`src/rtl/pulse_50_hz_monitor.sv`:
```
// Pulse-train period monitor: measures edge-to-edge intervals,
// flags early and missing pulses, and locks after consecutive good intervals.
module pulse_50_hz_monitor #(
    parameter int NOMINAL_PERIOD   = 65536,
    parameter int TOLERANCE        = 64,
    parameter int LOCK_COUNT       = 4,
    parameter int COUNTER_BIT_SIZE = 17
) (
    input  logic                        CLK,
    input  logic                        RST,
    input  logic                        PULSE_IN,
    output logic [COUNTER_BIT_SIZE-1:0] PERIOD,
    output logic                        PERIOD_VALID,
    output logic                        LOCKED,
    output logic                        EARLY,
    output logic                        MISSING
);

    localparam int W  = COUNTER_BIT_SIZE;
    localparam int GW = (LOCK_COUNT < 1) ? 1 : $clog2(LOCK_COUNT + 1);

    localparam logic [W-1:0]  LO   = W'(NOMINAL_PERIOD - TOLERANCE);
    localparam logic [W-1:0]  HI   = W'(NOMINAL_PERIOD + TOLERANCE);
    localparam logic [GW-1:0] GMAX = GW'(LOCK_COUNT);

    typedef enum logic [1:0] {
        SEARCH  = 2'd0,
        MEASURE = 2'd1,
        LOCK    = 2'd2
    } state_t;

    state_t        state_q, state_d;
    logic [W-1:0]  count_q, count_d;
    logic [GW-1:0] good_q, good_d;
    logic          prev_q;
    logic          rise;

    logic [W-1:0]  period_d;
    logic          valid_d;
    logic          locked_d;
    logic          early_d;
    logic          missing_d;

    assign rise = PULSE_IN & ~prev_q;

    always_comb begin
        state_d   = state_q;
        count_d   = count_q;
        good_d    = good_q;
        period_d  = PERIOD;
        valid_d   = 1'b0;
        early_d   = 1'b0;
        missing_d = 1'b0;

        unique case (state_q)
            SEARCH: begin
                count_d = '0;
                if (rise) begin
                    state_d = MEASURE;
                    count_d = W'(1);
                    good_d  = '0;
                end
            end
            MEASURE, LOCK: begin
                count_d = count_q + W'(1);
                // An edge on the HI cycle wins over the timeout.
                if (rise) begin
                    count_d = W'(1);
                    if (count_q < LO) begin
                        early_d = 1'b1;
                        good_d  = '0;
                        state_d = MEASURE;
                    end else begin
                        period_d = count_q;
                        valid_d  = 1'b1;
                        if (good_q < GMAX)
                            good_d = good_q + GW'(1);
                        if (good_d >= GMAX)
                            state_d = LOCK;
                    end
                end else if (count_q >= HI) begin
                    missing_d = 1'b1;
                    good_d    = '0;
                    count_d   = '0;
                    state_d   = SEARCH;
                end
            end
            default: begin
                state_d = SEARCH;
                count_d = '0;
                good_d  = '0;
            end
        endcase

        locked_d = (state_d == LOCK);
    end

    always_ff @(posedge CLK or posedge RST) begin
        if (RST) begin
            state_q      <= SEARCH;
            count_q      <= '0;
            good_q       <= '0;
            prev_q       <= 1'b0;
            PERIOD       <= '0;
            PERIOD_VALID <= 1'b0;
            LOCKED       <= 1'b0;
            EARLY        <= 1'b0;
            MISSING      <= 1'b0;
        end else begin
            state_q      <= state_d;
            count_q      <= count_d;
            good_q       <= good_d;
            prev_q       <= PULSE_IN;
            PERIOD       <= period_d;
            PERIOD_VALID <= valid_d;
            LOCKED       <= locked_d;
            EARLY        <= early_d;
            MISSING      <= missing_d;
        end
    end

endmodule

```
`config.mk`:
```
export PLATFORM = sky130hd
export DESIGN_NAME = pulse_50_hz_monitor
export DESIGN_NICKNAME = d
export VERILOG_FILES = /design/src/rtl/pulse_50_hz_monitor.sv
export SDC_FILE = /design/constraint.sdc
export NUM_CORES = 1
export LEC_CHECK = 0
export CAP_MARGIN = 30
export CORE_MARGIN = 2
export CORE_UTILIZATION = 54
export CTS_CLUSTER_SIZE = 20
export DETAILED_ROUTE_END_ITERATION = 16
export HOLD_SLACK_MARGIN = 0.15
export PLACE_DENSITY = 0.78
export SLEW_MARGIN = 5
export SYNTH_ARGS = -nofsm -noshare
export SYNTH_HDL_FRONTEND = slang
export SYNTH_SLANG_ARGS = --single-unit
```
`constraint.sdc`:
```
create_clock -name CLK -period 2.5 [get_ports CLK]
set_input_delay 0.375 -clock CLK [delete_from_list [all_inputs] [get_ports CLK]]
set_output_delay 0.375 -clock CLK [all_outputs]
set_load 0.02 [all_outputs]
```
Word-level counts from Yosys, hierarchy flattened:

Index checks and enable logic that the tools add are counted.

* muxes and demuxes: 28
* $lt $le $gt $ge: 4
* reductions and logical operators: 4
* $add $sub $neg: 2
* eq/ne operators: 5
* bitwise logic cells: 3

Operators with widths (number)
* $mux W17: 2
* $pmux W17 S2: 1
* $mux W3: 8
* $add A17 B1 Y17 const B: 1
* $ge A17 B17 Y1 const B: 1
* $lt A17 B16 Y1 const B: 1
* $mux W1: 10
* $mux W2: 5
* $pmux W3 S2: 1
* $eq A2 B2 Y1 const B: 2
* $pmux W2 S2: 1
* $add A3 B1 Y3 const B: 1
* $ge A3 B3 Y1 const B: 1
* $lt A3 B3 Y1 const B: 1
* $ne A3 B3 Y1 const B: 1
* $reduce_and A3 Y1: 1
* $eq A2 B1 Y1 const B: 1
* $logic_not A2 Y1: 1
* $ne A2 B2 Y1 const B: 1
* $not A1 Y1: 2
* $reduce_and A2 Y1: 1
* $reduce_or A2 Y1: 1
* $and A1 B1 Y1: 1

* register bits after elaboration: 44
* output and inout port bits: 21

Depth between registers and ports, before layout:

* depth in word-level cells: 11
* gate-level depth with buffers: 8
* gate-level depth less buffers: 6

Worst setup path before layout:

Ideal clock, no wire load.

* path type: register to register
* start point: reg count_q[13]
* end point: reg count_q[16]
* cell stages (with the launch flop): 8
* path slack: 0.400 ns
* arrival time: 2.028 ns
* period minus slack after synthesis: 2.100 ns
* setup time: 0.072 ns
* cell sequence: dfrtp_1 > or4_4 > o41ai_4 > nand2_2 > or3_1 > buf_6 > buf_8 > nor2_1

* cells in the longest elaborated chain, start to end: 4
* elaborated cells on any way between the ends: 5

Ends and longest elaborated chain
* from (decl): RTL line 33 `logic [W-1:0] count_q, count_d;`
* from (signal assigned): RTL line 111 `count_q <= count_d;`
* $add A17 B1 Y17 or $ge A17 B17 Y1 (tied branches): RTL line 65, 81
* $mux W17 *: RTL line 81 `end else if (count_q >= HI) begin`
* $mux W17 *: RTL line 67 `if (rise) begin`
* $pmux W17 S2 *: RTL line 55 `unique case (state_q)`
* named net count_d[16]: RTL line 33

Mark *: on every way through the listed nets, which the timed path passes. The rest lies on a longest branch.
A chain may end at the register's enable or synchronous reset.

Worst setup path after layout:

* start point: reg count_q[13]
* end point: reg count_q[6]

* cells in the longest elaborated chain, start to end: 4

Ends and longest elaborated chain (RTL line)
* $ge A17 B17 Y1: 81
* $mux W17: 81
* $mux W17: 67
* $pmux W17 S2: 55
* named net count_d[6]: 33

The timed path passes the listed nets, and every way through them passes these cells.

==> flow_summary.toml <==
[run_status]
outcome = "completed"

[floorplanning]
core_area_mm2 = 0.00342
placementRows = 21
die_x_um = 64.4
ioPinCount = 24
die_y_um = 64.4
start_util_pct = 57.7
die_area_mm2 = 0.00415

[timing]
relSlewSlack_pct = 64.4
finalCritPeriodShare_pct = 92.3
tightest_slew_ps = 534
fin_ws_ps = 192
fmax_ghz = 0.433
fin_crit_ps = 2310
maxSlewViolCount = 0
hold_violations = 0
setup-violations-final = 0
skew_ps = 16.3
rsz0062_at_grt = "no"
fin_tns_setup_ps = 0

[routing]
first_iter_violations = 46
viasPerCell = 5.44
wl_per_cell_um = 14.6
vias = 1322
drc = 0
drtPass1Iterations = 4
postRouteAntennaNets = 0
drt-total-wl_um = 3540

[finish]
final_util_pct = 68.1
diodes = 0
final_cell_mix = "44 x dfrtp_1, 23 x nor2_1, 23 x clkdlybuf4s50_1"
final_common_cell = "dfrtp_1"
areaGrowthSynthToFinish_pct = 17.9
drive_gt1_share_pct = 19.3
nets = 203

[grt]
grt_pass1_wl_um = 6310
antenna_found_initial = 0
grt_overflow_total = 0
grt_pass1_vias = 1345
grtUsageTotal_pct = 19.8
grt_max_degree = 45

[clock_network]
cts_tree = "done"
post_cts_resize_count = 0
clk_pin_slew_ps = 130
numCtsBuffers = 5
clk_path_buf_depth = 2
clock-root-buffer = "clkbuf_4"
cts_setup_buffers = 0
cts_max_level = 2
worstSkewPairLatency_ps = 370
clock-sinks = 44
hold_buffers = 0

[synthesis]
synth-simple-area-share_pct = 15.5
synth.avg_cell_area_um2 = 11.7
synth-seq-cells = 44
syn_nets = 176
synthMuxAreaShare_pct = 9.14
yosysSeqAreaShare_pct = 55.8
synthAdderAreaFrac_pct = 2.54
netlist_area_mm2 = 0.00197
synth_top_flop_cell = "dfrtp_1"
synth_edf_count = 0
synth-compound-area-share_pct = 6.92
synth_cells = 169
synth_top_family_by_area = "simple AND/OR/NAND/NOR gates"
synthArstFlopShare_pct = 100
netlist-cell-type-count = 39
yosys_warnings = 0
synthXorXnorAreaFrac_pct = 6.22

[setup_path]
cp-start-kind = "flop"
critPathMaxFanout = 15
crit_arrival_ps = 2600
worstSetupEndpointType = "flop"
crit_type = "reg2reg"
required_ps = 2790

[power_and_ir_drop]
netSwitchingPower_w = 0.000398
seqPwrFrac_pct = 53.5
p_int_w = 0.00104
p_leak_nw = 1.10
peakVddDrop_mv = 0.461
p_comb_share_pct = 16.1
clock_power_share_pct = 30.3
switching_share_pct = 27.6
power_density_mw_per_mm2 = 619

[placed_design]
routabilityCongestion = 0.857
place_ws_ps = 219
hpwl_um = 2540
portBuffers = 23

[min_path]
worstHoldPathType = "in2async"

[job]
drv_cap = 0
[sequential cells by signal, indices dropped and copies added (netlist names)]
register,count
MISSING,1
state_q,2
prev_q,1
PERIOD_VALID,1
good_q,3
LOCKED,1
EARLY,1
PERIOD,17
count_q,17
[cell usage after synthesis, types with 2 or more instances]
library cell	n	area (µm²)
nand4_1	2	12.5
a21oi_1	2	10.0
xnor2_1	5	43.8
nand3_1	9	45.0
o21ai_0	3	15.0
mux2_2	16	180
ha_1	4	50.1
nand2_1	7	26.3
and4_1	2	17.5
buf_2	3	15.0
and3_1	3	18.8
nor2_1	23	86.3
a31oi_1	2	12.5
xor2_1	9	78.8
o22a_2	2	20.0
nor3_1	3	15.0
nor3b_1	2	15.0
dfrtp_1	44	1100
inv_1	6	22.5
clkbuf_1	3	11.3
[worst max-delay path: stages, from the launching register on]
cell,delay (ps)
dfrtp_1,460
or4_4,560
o41ai_4,360
nand2_2,110
or3_1,560
nor2_1,190
[layout make-up]
class,count,area [µm²]
Tap cell,46,57.6
Multi-Input combinational cell,111,796
Clock buffer,5,37.5
Timing Repair Buffer,28,268
Inverter,6,22.5
Clock inverter,3,42.5
Fill cell,255,1090
Sequential cell,44,1100
[power by group through the flow]
stage | Sequential (W) | Clock, W | Combinational, W
floorplan | 0.000779 | 0 | 0.000208
global placement | 0.000784 | 0 | 0.000225
detailed placement | 0.000785 | 0 | 0.000233
CTS | 0.000771 | 0.000442 | 0.000234
global route | 0.000777 | 0.000478 | 0.000261
finish | 0.000771 | 0.000437 | 0.000232
[worst paths after layout]
check                             from          to  slack [ps]  cells past startpoint
min                                RST  count_q[2]         450                      3
min in group CLK              PULSE_IN      prev_q         510                      1
max                        count_q[13]  count_q[6]         190                      5
max in group asynchronous          RST  count_q[7]        1690                      3
min reg2reg                 PERIOD[16]  PERIOD[16]         510                      2
max reg2reg                count_q[13]  count_q[6]         190                      5
[cells by family after synthesis]
group | Yosys count
compound gates | 16
xor+xnor | 14
fa+ha+maj | 4
buf+inv | 14
flops | 44
mux | 16
simple gates | 61
[metrics by stage]
stage	instances	hold WS (ps)	area (µm²)	total power (W)
after floorplan	169	406	1970	0.000986
after global placement	235	464	2240	0.00101
after global routing	243	511	2320	0.00152
final	243	447	2320	0.00144
after detailed placement	235	490	2240	0.00102
after CTS	243	456	2320	0.00145
[routing by layer]
layer	share of wire, %	track usage [%]	wire length (µm)
met1	45	25.5	1590
met4	1.7	7.71	59
met3	3.9	5.21	137
met2	49	32.3	1750
met5	0	0	0
Power figures use the tool's default switching activity.
